`src/rtl/adder_tree_feeder.sv`:
```
// adder_tree_feeder: collects up to eight operands into registered slots and
// presents them to an adder tree as one batch, zero-padding short batches.
module adder_tree_feeder #(
  parameter int ADDER_WIDTH  = 128,
  parameter int NUM_OPERANDS = 8
) (
  input  logic                   clk,
  input  logic                   rst,
  input  logic                   in_valid,
  output logic                   in_ready,
  input  logic [ADDER_WIDTH-1:0] in_data,
  input  logic                   in_last,
  output logic [ADDER_WIDTH-1:0] isum0_0_0_0,
  output logic [ADDER_WIDTH-1:0] isum0_0_0_1,
  output logic [ADDER_WIDTH-1:0] isum0_0_1_0,
  output logic [ADDER_WIDTH-1:0] isum0_0_1_1,
  output logic [ADDER_WIDTH-1:0] isum0_1_0_0,
  output logic [ADDER_WIDTH-1:0] isum0_1_0_1,
  output logic [ADDER_WIDTH-1:0] isum0_1_1_0,
  output logic [ADDER_WIDTH-1:0] isum0_1_1_1,
  output logic                   out_valid,
  input  logic                   out_ready,
  output logic [3:0]             out_count
);
  typedef enum logic {FILL, HOLD} state_t;
  state_t state_q, state_d;
  logic [2:0] idx_q, idx_d;
  logic [3:0] cnt_q, cnt_d;
  logic in_ready_q, in_ready_d, out_valid_q, out_valid_d;
  logic [ADDER_WIDTH-1:0] slot_q [NUM_OPERANDS];
  logic [ADDER_WIDTH-1:0] slot_d [NUM_OPERANDS];
  logic accept, close;
  assign accept = in_valid & in_ready_q;
  assign close  = accept & (in_last | (idx_q == 3'd7));
  always_ff @(posedge clk or posedge rst) begin
    if (rst) state_q <= FILL;
    else     state_q <= state_d;
  end
  always_comb begin
    state_d = state_q;
    if (state_q == FILL) state_d = close ? HOLD : FILL;
    else                 state_d = out_ready ? FILL : HOLD;
  end
  // Handshake flags are registered copies of the next state, so in_ready stays low
  // for the first cycle after reset and rises on the first edge.
  always_comb begin
    in_ready_d  = (state_d == FILL);
    out_valid_d = (state_d == HOLD);
    idx_d       = close ? 3'd0 : accept ? idx_q + 3'd1 : idx_q;
    cnt_d       = close ? {1'b0, idx_q} + 4'd1 : cnt_q;
    for (int j = 0; j < NUM_OPERANDS; j++) begin
      slot_d[j] = slot_q[j];
      if (accept && 3'(j) == idx_q) slot_d[j] = in_data;
      else if (close && 3'(j) > idx_q) slot_d[j] = '0;
    end
  end
  always_ff @(posedge clk or posedge rst) begin
    if (rst) begin
      idx_q       <= '0;
      cnt_q       <= '0;
      in_ready_q  <= 1'b0;
      out_valid_q <= 1'b0;
      for (int j = 0; j < NUM_OPERANDS; j++) slot_q[j] <= '0;
    end else begin
      idx_q       <= idx_d;
      cnt_q       <= cnt_d;
      in_ready_q  <= in_ready_d;
      out_valid_q <= out_valid_d;
      for (int j = 0; j < NUM_OPERANDS; j++) slot_q[j] <= slot_d[j];
    end
  end
  assign in_ready    = in_ready_q;
  assign out_valid   = out_valid_q;
  assign out_count   = cnt_q;
  assign isum0_0_0_0 = slot_q[0];
  assign isum0_0_0_1 = slot_q[1];
  assign isum0_0_1_0 = slot_q[2];
  assign isum0_0_1_1 = slot_q[3];
  assign isum0_1_0_0 = slot_q[4];
  assign isum0_1_0_1 = slot_q[5];
  assign isum0_1_1_0 = slot_q[6];
  assign isum0_1_1_1 = slot_q[7];
endmodule

```
`config.mk`:
```
export PLATFORM = sky130hd
export DESIGN_NAME = adder_tree_feeder
export DESIGN_NICKNAME = d
export VERILOG_FILES = /design/src/rtl/adder_tree_feeder.sv
export SDC_FILE = /design/constraint.sdc
export NUM_CORES = 2
export LEC_CHECK = 0
export ABC_AREA = 0
export ABC_CLOCK_PERIOD_IN_PS = 36100
export CORE_AREA = 2 2 455 457
export DETAILED_ROUTE_END_ITERATION = 7
export DIE_AREA = 0 0 457 459
export DONT_BUFFER_PORTS = 1
export GPL_TIMING_DRIVEN = 0
export PLACE_DENSITY = 0.3
export SYNTH_ARGS = -nofsm -noshare
export SYNTH_HDL_FRONTEND = slang
export SYNTH_SLANG_ARGS = --single-unit
```
`constraint.sdc`:
```
create_clock -name clk -period 36.1 [get_ports clk]
set_input_delay 7.22 -clock clk [delete_from_list [all_inputs] [get_ports clk]]
set_output_delay 7.22 -clock clk [all_outputs]
set_load 0.02 [all_outputs]
```
==> impl_metrics.csv <==
group,metric,value,unit
yosys,area_share_of_the_largest_cell_type_after_synthesis,0.631,
sta,fin_ws,27.25,ns
placement,placed_cells,6044,
routing,drt_pass_1_iters,5,
sta,maxClockFrequency,113,MHz
global_routing,grt_pass1_vias,29600,
cts,clock_tree.root_cell,"clkbuf_16",
power,finalPower,0.00392,W
global_routing,grt_antenna_before_repair,18,
floorplan,initial_utilization,0.199,
cts,cts_tree,"done",
routing,post_detailed_routing_wire_length,220,mm
final_layout,layout_commonest_cell,"dfrtp_1",
routing,routedWlPerCell,35.0,µm
yosys,synth.yosys.seq_area_share,0.631,
yosys,synth-compound-area-share,0.197,
final_layout,share_of_cells_above_drive_strength_1,0.151,
cts,maximum_root_to_sink_buffer_count,3,
run,maxCapViolations,0,
placement,hpwlAfterDp,159,mm
yosys,main_flop_type_after_synthesis,"dfrtp_1",
yosys,warnings_from_yosys,0,
sta,finalSetupTns,0,ns
cts,cts_inserted_buffers,135,
floorplan,die_width,457,µm
cts,holdBufCountCts,0,
floorplan,top_level_ports,1163,
yosys,synth_top_family_by_area,"compound AO/OA/AOI/OAI gates",
yosys,adder_and_majority_cell_fraction_of_the_synthesized_area,0.00122,
floorplan,floorplan.die_area,0.210,mm²
sta,grt_setup_unrepaired,"no",
setup_path,signal_arrival_time_at_the_worst_endpoint,9.56,ns
setup_path,timing.critical_path.required,36.81,ns
yosys,post_synth_net_total,3440,
sta,worst_relative_slew_slack,0.111,
setup_path,worst-path-max-fanout,10,
final_layout,syn2layout_area_growth,20.8,%
cts,number_of_h_tree_branching_levels,4,
sta,worstMarginPinSlew,1.33,ns
global_routing,grt_pass1_wl,295,mm
hold_path,worst_hold_startpoint,"isum0_0_1_1[55]",
yosys,synthesis.area_per_instance,12.4,µm²
yosys,synth_edf_count,0,
yosys,async_set_or_reset_flop_fraction_in_the_synthesized_netlist,1.00,
placement,global_placement_routability_congestion,0.775,
yosys,synth.area.mux_share,0.0633,
setup_path,worst-setup-path-type,"input pin to register",
sta,min_period,8.85,ns
setup_path,start_kind,"input pin",
global_routing,overflow,0,
routing,drt-initial-drc-count,2172,
yosys,synth_top_cells_by_area,"dfrtp_1 (63%), a22o_1 (12%), mux2i_1 (6.3%)",
sta,post-route-period-util,0.245,
setup_path,critical_path.endpoint_type,"register",
yosys,synth.distinct_cells,38,
setup_path,timing.rr.start,"in_ready",
cts,worstSkewPairLatency,0.80,ns
cts,clk_pin_slew_worst_paths,0.06,ns
yosys,post-synth-top-area-cell,"dfrtp_1",
status,result_of_the_run,"completed",
routing,detail-route-antenna-nets,0,
floorplan,die-height,459,µm
routing,vias_per_cell,4.71,
cts,cts_setup_buffers,0,
global_routing,total_grt_usage,0.204,
placement,post-place-ws,26.34,ns
sta,drv_slew,0,
floorplan,placeableCoreArea,0.206,mm²
final_layout,final_nets,3614,
setup_path,critical_path.startpoint,"in_valid",
floorplan,row_count,167,
power,static-leakage-power,23.0,nW
yosys,synth_simple_gate_area_share,0.0506,
final_layout,mostFrequentLayoutCells,"dfrtp_1 (1033), a22o_1 (548), nand2_1 (522)",
power,ir_drop,46.9,µV
cts,postCtsResizedCells,0,
global_routing,largest_net_degree_at_the_start_of_global_routing,38,
final_layout,fin_util,0.241,
power,power_density,79.1,mW/mm²
yosys,ys_seq_elements,1033,
sta,setup_viol,0,
sta,finalHoldViolations,0,
routing,drc_errors,0,
yosys,synthesized_netlist_cell_count,3303,
cts,cts_num_sinks,1033,
yosys,synth_xor_area_frac,0,
yosys,synth_area,0.0410,mm²
sta,finalClockSkew,0.0329,ns
final_layout,instances_no_fill,6284,
placement,port_buffers,0,
hold_path,timing.hold.worst.class,"register to register",
routing,vias,29600,
[critical path: stages]
cell and delay [ns]:
buf_4 0.17, nand2_2 0.23, nor3_2 0.23, buf_2 0.81, clkbuf_1 0.59, a22o_2 0.26
[per-layer routing]
metal / share of wire / global-route usage / up-vias
li1: - / - / 12400
met1: 0.40 / 0.246 / 15800
met2: 0.48 / 0.334 / 1280
met3: 0.10 / 0.0889 / 186
met4: 0.017 / 0.0473 / 4
met5: 0.00011 / 0 / -
[registers in the layout, summed over array words and instances (netlist names)]
register,flops
in_ready,1
isum0_1_0_0,128
isum0_0_0_0,128
out_valid,1
isum0_0_1_0,128
isum0_1_1_1,128
idx_q,3
isum0_0_0_1,128
isum0_0_1_1,128
isum0_1_0_1,128
out_count,4
isum0_1_1_0,128
[cells by family after synthesis]
| group | count (synthesis) |
|---|---|
| compound gates | 1037 |
| fa+ha+maj | 4 |
| buf+inv | 432 |
| flops | 1033 |
| mux | 259 |
| simple gates | 538 |
[worst paths after layout]
path,to,slack [ns],depth (start not counted)
setup / recovery,isum0_1_0_1[67],27.25,6
hold / removal,isum0_0_1_1[55],0.64,1
setup reg to reg,isum0_1_0_1[67],32.98,6
hold reg to reg,isum0_0_1_1[55],0.64,1
max in group asynchronous,isum0_0_1_1[33],27.59,9
min in group asynchronous,isum0_0_1_1[74],6.38,2
[area by class of cell]
| class | count | area (µm²) |
|---|---|---|
| inverter | 5 | 22.5 |
| sequential | 1033 | 25800 |
| buffer | 427 | 2320 |
| antenna | 7 | 17.5 |
| tap | 2704 | 3380 |
| timing repair buffer | 37 | 763 |
| clock inverter | 40 | 503 |
| multi-input combinational | 1838 | 12800 |
| fill | 21700 | 156000 |
| clock buffer | 193 | 3860 |
[cell usage after synthesis, drive strengths merged (3+ instances only)]
| cell | count |
|---|---|
| nand2 | 523 |
| ha | 4 |
| o22ai | 256 |
| a22o | 642 |
| nor3 | 3 |
| clkbuf | 237 |
| and3 | 3 |
| dfrtp | 1033 |
| o21ai | 130 |
| buf | 190 |
| mux2i | 257 |
| inv | 5 |
| and2 | 3 |
[power breakdown]
part	switching, W	internal [W]
Clock	0.000570	0.000789
Combinational	0.000342	0.000238
Sequential	0.000598	0.00138
[per-stage QoR]
| step | hold slack [ns] | area, µm² |
|---|---|---|
| floorplan | 0.581 | 41000 |
| global placement | 0.628 | 44400 |
| detailed placement | 0.630 | 45100 |
| CTS | 0.646 | 49500 |
| global route | 0.657 | 49500 |
| finish | 0.643 | 49500 |
No activity file was read; power rests on OpenSTA's default activity.
